File: config.mk
export PLATFORM = sky130hd
export DESIGN_NAME = pay_collect
export DESIGN_NICKNAME = d
export VERILOG_FILES = /design/src/rtl/pay_pkg.sv /design/src/rtl/coin_filter.sv /design/src/rtl/pay_collect.sv
export SDC_FILE = /design/constraint.sdc
export NUM_CORES = 1
export LEC_CHECK = 0
export CORE_MARGIN = 5
export CORE_UTILIZATION = 31
export DETAILED_ROUTE_END_ITERATION = 8
export PLACE_DENSITY_LB_ADDON = 0.2
export SKIP_CTS_REPAIR_TIMING = 1
export SYNTH_ARGS = -nofsm -noshare
export SYNTH_HDL_FRONTEND = slang
export SYNTH_SLANG_ARGS = --single-unit
File: constraint.sdc
create_clock -name clk -period 11.3 [get_ports clk]
set_input_delay 2.26 -clock clk [delete_from_list [all_inputs] [get_ports clk]]
set_output_delay 2.26 -clock clk [all_outputs]
set_load 0.02 [all_outputs]
File: src/rtl/pay_pkg.sv
// Shared types and helpers for the coin-entry / payment-settlement controller.
// Holds the FSM state enum, coin values, the two-digit BCD type and BCD helpers.
// Ports: none (package).
package pay_pkg;

    typedef enum logic [1:0] {
        ST_IDLE    = 2'd0,
        ST_COLLECT = 2'd1,
        ST_PAID    = 2'd2,
        ST_EXPIRED = 2'd3
    } pay_state_t;

    localparam logic [4:0] COIN1_VAL  = 5'd1;
    localparam logic [4:0] COIN5_VAL  = 5'd5;
    localparam logic [4:0] COIN10_VAL = 5'd10;

    localparam int DEFAULT_TIMEOUT_S = 30;

    // Two BCD digits; tens in the upper nibble so a plain vector compare
    // orders valid BCD values numerically.
    typedef struct packed {
        logic [3:0] ten;
        logic [3:0] one;
    } bcd2_t;

    function automatic logic [3:0] bcd_clamp(input logic [3:0] d);
        return (d > 4'd9) ? 4'd9 : d;
    endfunction

    // Adds 0..16 to a BCD value, digit-wise with carry, saturating at 99.
    function automatic bcd2_t bcd_add_sat(input bcd2_t a, input logic [4:0] add);
        logic       add_ten;
        logic [4:0] add_one;
        logic [4:0] one_sum;
        logic [4:0] ten_sum;
        logic       carry;
        bcd2_t      r;
        add_ten = (add >= 5'd10);
        add_one = add_ten ? (add - 5'd10) : add;
        one_sum = {1'b0, a.one} + add_one;
        carry   = (one_sum > 5'd9);
        if (carry) begin
            one_sum = one_sum - 5'd10;
        end
        ten_sum = {1'b0, a.ten} + {4'd0, add_ten} + {4'd0, carry};
        if (ten_sum > 5'd9) begin
            r.ten = 4'd9;
            r.one = 4'd9;
        end else begin
            r.ten = ten_sum[3:0];
            r.one = one_sum[3:0];
        end
        return r;
    endfunction

    // a - b digit-wise with borrow; callers guarantee a >= b.
    function automatic bcd2_t bcd_sub(input bcd2_t a, input bcd2_t b);
        logic  borrow;
        bcd2_t r;
        borrow = (a.one < b.one);
        r.one  = borrow ? (a.one + 4'd10 - b.one) : (a.one - b.one);
        r.ten  = a.ten - b.ten - {3'd0, borrow};
        return r;
    endfunction

endpackage

File: src/rtl/coin_filter.sv
// Conditions one raw coin button: 2-FF synchronizer, optional debounce
// (PAY_DEBOUNCE_EN), and a registered one-cycle rising-edge pulse.
// Ports: clk, rst (sync, active-high), raw (async level), pulse (1-cycle edge).
module coin_filter
    import pay_pkg::*;
#(
    parameter int DEBOUNCE_CYCLES = 1_000_000
) (
    input  logic clk,
    input  logic rst,
    input  logic raw,
    output logic pulse
);

    logic sync1;
    logic sync2;
    logic level;
    logic level_d;

    always_ff @(posedge clk) begin
        if (rst) begin
            sync1 <= 1'b0;
            sync2 <= 1'b0;
        end else begin
            sync1 <= raw;
            sync2 <= sync1;
        end
    end

`ifdef PAY_DEBOUNCE_EN
    localparam int CNT_W = $clog2(DEBOUNCE_CYCLES + 1);
    logic [CNT_W-1:0] cnt;

    // The filtered level follows only after the new level has been seen on
    // DEBOUNCE_CYCLES consecutive samples; any bounce back restarts the count.
    always_ff @(posedge clk) begin
        if (rst) begin
            cnt   <= '0;
            level <= 1'b0;
        end else if (sync2 != level) begin
            if (cnt == CNT_W'(DEBOUNCE_CYCLES - 1)) begin
                level <= sync2;
                cnt   <= '0;
            end else begin
                cnt <= cnt + 1'b1;
            end
        end else begin
            cnt <= '0;
        end
    end
`else
    assign level = sync2;
`endif

    always_ff @(posedge clk) begin
        if (rst) begin
            level_d <= 1'b0;
            pulse   <= 1'b0;
        end else begin
            level_d <= level;
            pulse   <= level & ~level_d;
        end
    end

endmodule

File: src/rtl/pay_collect.sv
// Payment controller: latches a BCD cost, accumulates coins, runs a timed window,
// settles to PAID (change) or EXPIRED (refund) and waits for ack. Optional
// coin debounce is compiled in with PAY_DEBOUNCE_EN.
// Ports: clk, rst, start, ack, cost digits, raw coins in; BCD paid/change/secs
// and busy/paid_ok/expired flags out, all registered.
module pay_collect
    import pay_pkg::*;
#(
    parameter int TICKS_PER_SEC   = 100_000_000,
    parameter int TIMEOUT_S       = DEFAULT_TIMEOUT_S,
    parameter int DEBOUNCE_CYCLES = 1_000_000
) (
    input  logic       clk,
    input  logic       rst,
    input  logic       start,
    input  logic       ack,
    input  logic [3:0] costone,
    input  logic [3:0] costten,
    input  logic       coin1,
    input  logic       coin5,
    input  logic       coin10,
    output logic [3:0] paidone,
    output logic [3:0] paidten,
    output logic [3:0] changeone,
    output logic [3:0] changeten,
    output logic [3:0] secsone,
    output logic [3:0] secsten,
    output logic       busy,
    output logic       paid_ok,
    output logic       expired
);

    localparam int    TICK_W      = (TICKS_PER_SEC > 1) ? $clog2(TICKS_PER_SEC) : 1;
    localparam bcd2_t TIMEOUT_BCD = '{ten: 4'(TIMEOUT_S / 10), one: 4'(TIMEOUT_S % 10)};
    localparam bcd2_t BCD_ONE     = '{ten: 4'd0, one: 4'd1};

    pay_state_t        state;
    bcd2_t             cost;
    bcd2_t             paid;
    bcd2_t             change;
    bcd2_t             secs;
    logic [TICK_W-1:0] tick;

    logic       p1;
    logic       p5;
    logic       p10;
    logic [4:0] coin_sum;

    coin_filter #(.DEBOUNCE_CYCLES(DEBOUNCE_CYCLES)) u_coin1 (
        .clk(clk), .rst(rst), .raw(coin1), .pulse(p1)
    );
    coin_filter #(.DEBOUNCE_CYCLES(DEBOUNCE_CYCLES)) u_coin5 (
        .clk(clk), .rst(rst), .raw(coin5), .pulse(p5)
    );
    coin_filter #(.DEBOUNCE_CYCLES(DEBOUNCE_CYCLES)) u_coin10 (
        .clk(clk), .rst(rst), .raw(coin10), .pulse(p10)
    );

    // Edges landing in the same cycle are credited together (at most 16).
    assign coin_sum = (p1  ? COIN1_VAL  : 5'd0)
                    + (p5  ? COIN5_VAL  : 5'd0)
                    + (p10 ? COIN10_VAL : 5'd0);

    always_ff @(posedge clk) begin
        if (rst) begin
            state   <= ST_IDLE;
            cost    <= '0;
            paid    <= '0;
            change  <= '0;
            secs    <= TIMEOUT_BCD;
            tick    <= '0;
            busy    <= 1'b0;
            paid_ok <= 1'b0;
            expired <= 1'b0;
        end else begin
            case (state)
                ST_IDLE: begin
                    if (start) begin
                        cost    <= '{ten: bcd_clamp(costten), one: bcd_clamp(costone)};
                        paid    <= '0;
                        change  <= '0;
                        secs    <= TIMEOUT_BCD;
                        tick    <= '0;
                        state   <= ST_COLLECT;
                        busy    <= 1'b1;
                    end
                end
                ST_COLLECT: begin
                    // Settlement looks at the registered total, so payment is
                    // tested ahead of expiry and wins a same-cycle tie.
                    if (paid >= cost) begin
                        change  <= bcd_sub(paid, cost);
                        state   <= ST_PAID;
                        busy    <= 1'b0;
                        paid_ok <= 1'b1;
                    end else if (secs == '0) begin
                        change  <= paid;
                        state   <= ST_EXPIRED;
                        busy    <= 1'b0;
                        expired <= 1'b1;
                    end else begin
                        if (coin_sum != 5'd0) begin
                            paid <= bcd_add_sat(paid, coin_sum);
                        end
                        if (tick == TICK_W'(TICKS_PER_SEC - 1)) begin
                            tick <= '0;
                            secs <= bcd_sub(secs, BCD_ONE);
                        end else begin
                            tick <= tick + 1'b1;
                        end
                    end
                end
                ST_PAID, ST_EXPIRED: begin
                    if (ack) begin
                        state   <= ST_IDLE;
                        paid_ok <= 1'b0;
                        expired <= 1'b0;
                    end
                end
                default: begin
                    state <= ST_IDLE;
                end
            endcase
        end
    end

    assign paidone   = paid.one;
    assign paidten   = paid.ten;
    assign changeone = change.one;
    assign changeten = change.ten;
    assign secsone   = secs.one;
    assign secsten   = secs.ten;

endmodule

==> results.cfg <==
[yosys]
synth_area_um2 = 4680
async_reset_ff_frac = 0
avgSynthCellArea_um2 = 8.13
syn_inst = 576
yosys_warnings = 0
synthFlopType = dfxtp_1
synth_seq_area_share = 0.325
synth-edff-count = 0
synthDistinctLibCells = 66
synthesis.nets = 628
ys_seq_elements = 76

[worst_setup_path]
required_ps = 11580
r2r_slack_ps = 5710
cp-start-kind = register
r2r_end = paidten[2]$_SDFFE_PP0P_
worstSetupEndpointType = register
worstSetupPathType = reg2reg
cp_max_fo = 5
r2r-start = u_coin5.pulse$_SDFF_PP0_
r2r_cells = 23
worstPathArrival_ps = 5870

[global_routing]
grt_max_degree = 50
grt_pass1_wl_mm = 22.2
grt_usage = 0.156
grt.overflow.total = 0
first_global_vias = 4167
antenna_found_initial = 0

[min_path]
holdPathEnd = u_coin1.pulse$_SDFF_PP0_
min-delay-start = u_coin1.level_d$_SDFF_PP0_
hold_class = reg2reg
min_delay_path_depth = 1

[sta]
finalSetupViolCount = 0
finalHoldViolCount = 0
tns_ps = 0
fin_crit_sh = 0.495
slew_headroom = 0.323
max_freq_mhz = 179
rsz0062_at_grt = false
max_slew.worst_pin.slew_ps = 1010
fin_worst_skew_ps = 9.07
drv_slew = 0
layout_min_cycle_time_ps = 5590

[die]
boundaryPins = 42
core_area_um2 = 15000
die_y_um = 133
fp.dieArea_um2 = 17700
start_util = 0.311
rows = 45
die_x_um = 133

[finish]
antennaDiodeCount = 0
area_growth_pct = 18.7
register_area_um2 = 1520
layout-drive-gt1-share = 0.0573
multi_input_area_um2 = 2920
fin_nets = 658
fillCellCount = 1545

[drt]
drt-initial-drc-count = 337
detail-route-antenna-nets = 0
first_pass_iters = 5
vias_per_cell = 5.51
drt-total-wl_mm = 13.7
dr_total_vias = 4402
drc = 0
routedWlPerCell_um = 17.1

[pwr]
p_leak_nw = 2.03
finalPower_mw = 0.792
vdd_ir_drop_max_mv = 0.0790
p_per_area_nw_per_um2 = 143

[clock_network]
ctsLongestPathBuffers = 2
clock_sinks = 76
cts_buffers = 9
cts_tree = yes
clock_latency_ps = 350
cts_root_buffer = clkbuf_16
cts_max_level = 3
clk_pin_slew_ps = 60

[run_status]
outcome = completed

[job]
cap_violations = 0

[placement]
gp_congestion = 0.897
place_hpwl_mm = 9.72
port_buffers = 41
## layout by cell type, fill, tap and decap left out, types with 6 or more instances in the layout
cell type / n
clkdlybuf4s50_1: 40
inv_1: 35
and3_1: 11
nor2b_1: 16
a31oi_1: 9
nand4_1: 10
o21ai_0: 36
o211ai_1: 6
mux2i_1: 9
or3_1: 6
nand3b_1: 9
clkbuf_16: 9
ha_1: 30
a21o_1: 8
nor2_1: 38
nand3_1: 21
fa_1: 7
dfxtp_1: 76
nor3_1: 20
nand2_1: 58
nor4_1: 7
a21oi_1: 41
xnor2_1: 10
o31ai_1: 7
## registers in the layout (all words and copies together) (netlist names), 2 cells and up
register   cells
cost           8
state          2
secsten        4
changeone      4
tick          27
paidten        4
paidone        4
changeten      4
secsone        4
## per-stage QoR
stage               worst slack (ps)  std cells  instance area (um^2)  hold slack, ps   util
floorplan                       6400        576                  4680             367      -
global placement                6160        783                  5240             373  0.349
detailed placement              5810        783                  5240             378  0.349
CTS                             5810        799                  5560             387  0.370
global route                    5250        799                  5560             405  0.370
finish                          5710        799                  5560             381  0.370
## layout make-up
| type | instances | area share |
|---|---|---|
| clock buffers | 11 | 0.0455 |
| clock inverters | 5 | 0.0108 |
| inverters | 35 | 0.0236 |
| multi-input cells | 439 | 0.525 |
| flip-flops and latches | 76 | 0.274 |
| well taps | 188 | 0.0423 |
| repair buffers | 45 | 0.0784 |
## cells in the mapped netlist, types with 3 or more instances
cell type | n | area [um^2]
dfxtp_1 | 76 | 1520
nand2_1 | 58 | 218
a21oi_1 | 41 | 205
nor2_1 | 38 | 143
o21ai_0 | 36 | 180
inv_1 | 35 | 131
ha_1 | 30 | 375
nand3_1 | 21 | 105
nor3_1 | 20 | 100
clkbuf_1 | 19 | 71.3
nor2b_1 | 16 | 100
and3_1 | 11 | 68.8
nand4_1 | 10 | 62.6
xnor2_1 | 10 | 87.6
a31oi_1 | 9 | 56.3
mux2i_1 | 9 | 90.1
nand3b_1 | 9 | 67.6
a21o_1 | 8 | 60.1
fa_1 | 7 | 140
nor4_1 | 7 | 43.8
o31ai_1 | 7 | 52.6
o211ai_1 | 6 | 45.0
or3_1 | 6 | 37.5
a211oi_1 | 5 | 37.5
and2_1 | 5 | 31.3
nand2b_1 | 5 | 31.3
nand4b_1 | 4 | 35.0
or4_1 | 4 | 30.0
xor2_1 | 4 | 35.0
a22o_1 | 3 | 26.3
a311oi_1 | 3 | 26.3
a31o_2 | 3 | 26.3
and4_1 | 3 | 26.3
buf_2 | 3 | 15.0
o22ai_1 | 3 | 18.8
o32ai_1 | 3 | 26.3
or2_2 | 3 | 18.8
## critical path: stages (launching register included)
cell and delay, ps:
dfxtp_1 340, ha_1 250, xnor2_1 270, ha_1 220, o21ai_0 120, mux2i_1 140
o21ai_0 140, nand2_1 170, xor2_1 120, fa_1 450, xnor2_1 340, ha_1 200
a21boi_0 80, o31ai_1 500, inv_1 130, fa_1 430, inv_1 90, ha_1 250
nand2b_1 150, a31o_2 230, and3_1 200, nand2b_1 170, or4_1 410, a21oi_1 130
## layer usage
| metal | share of wire | vias up | global-route usage |
|---|---|---|---|
| met2 | 0.46 | 122 | 0.248 |
| met5 | 0 | - | 0 |
| met1 | 0.47 | 2112 | 0.205 |
| met3 | 0.054 | 15 | 0.0373 |
| met4 | 0.018 | 0 | 0.0583 |
| li1 | - | 2153 | - |
## kinds of logic (layout without fill, tap and decap cells)
logic type	after synthesis	in the layout	synth area share
multiplexers	10	10	0.0216
buffers and inverters	61	96	0.0516
AO/OA/AOI/OAI	147	147	0.200
flip-flops	76	76	0.325
AND/OR/NAND/NOR	231	231	0.265
adder cells (fa/ha/maj)	37	37	0.110
XOR/XNOR	14	14	0.0262
## worst max path at each step
stage | startpoint | end | slack (ps) | depth (start not counted)
finish | u_coin5.pulse$_SDFF_PP0_ | paidten[2]$_SDFFE_PP0P_ | 5710 | 23
global route | u_coin5.pulse$_SDFF_PP0_ | paidone[1]$_SDFFE_PP0P_ | 5250 | 23
CTS | u_coin5.pulse$_SDFF_PP0_ | paidten[2]$_SDFFE_PP0P_ | 5810 | 23
detailed placement | u_coin5.pulse$_SDFF_PP0_ | paidten[2]$_SDFFE_PP0P_ | 5810 | 23
global placement | u_coin5.pulse$_SDFF_PP0_ | paidten[2]$_SDFFE_PP0P_ | 6160 | 23
floorplan | u_coin5.pulse$_SDFF_PP0_ | paidten[2]$_SDFFE_PP0P_ | 6400 | 23
## report_power, final
part	internal, mW	leakage, nW	switching (mW)
Sequential	0.280	0.617	0.0102
Clock	0.183	0.140	0.119
Combinational	0.0702	1.27	0.130
Note: power is estimated with default switching activity, not from simulation.
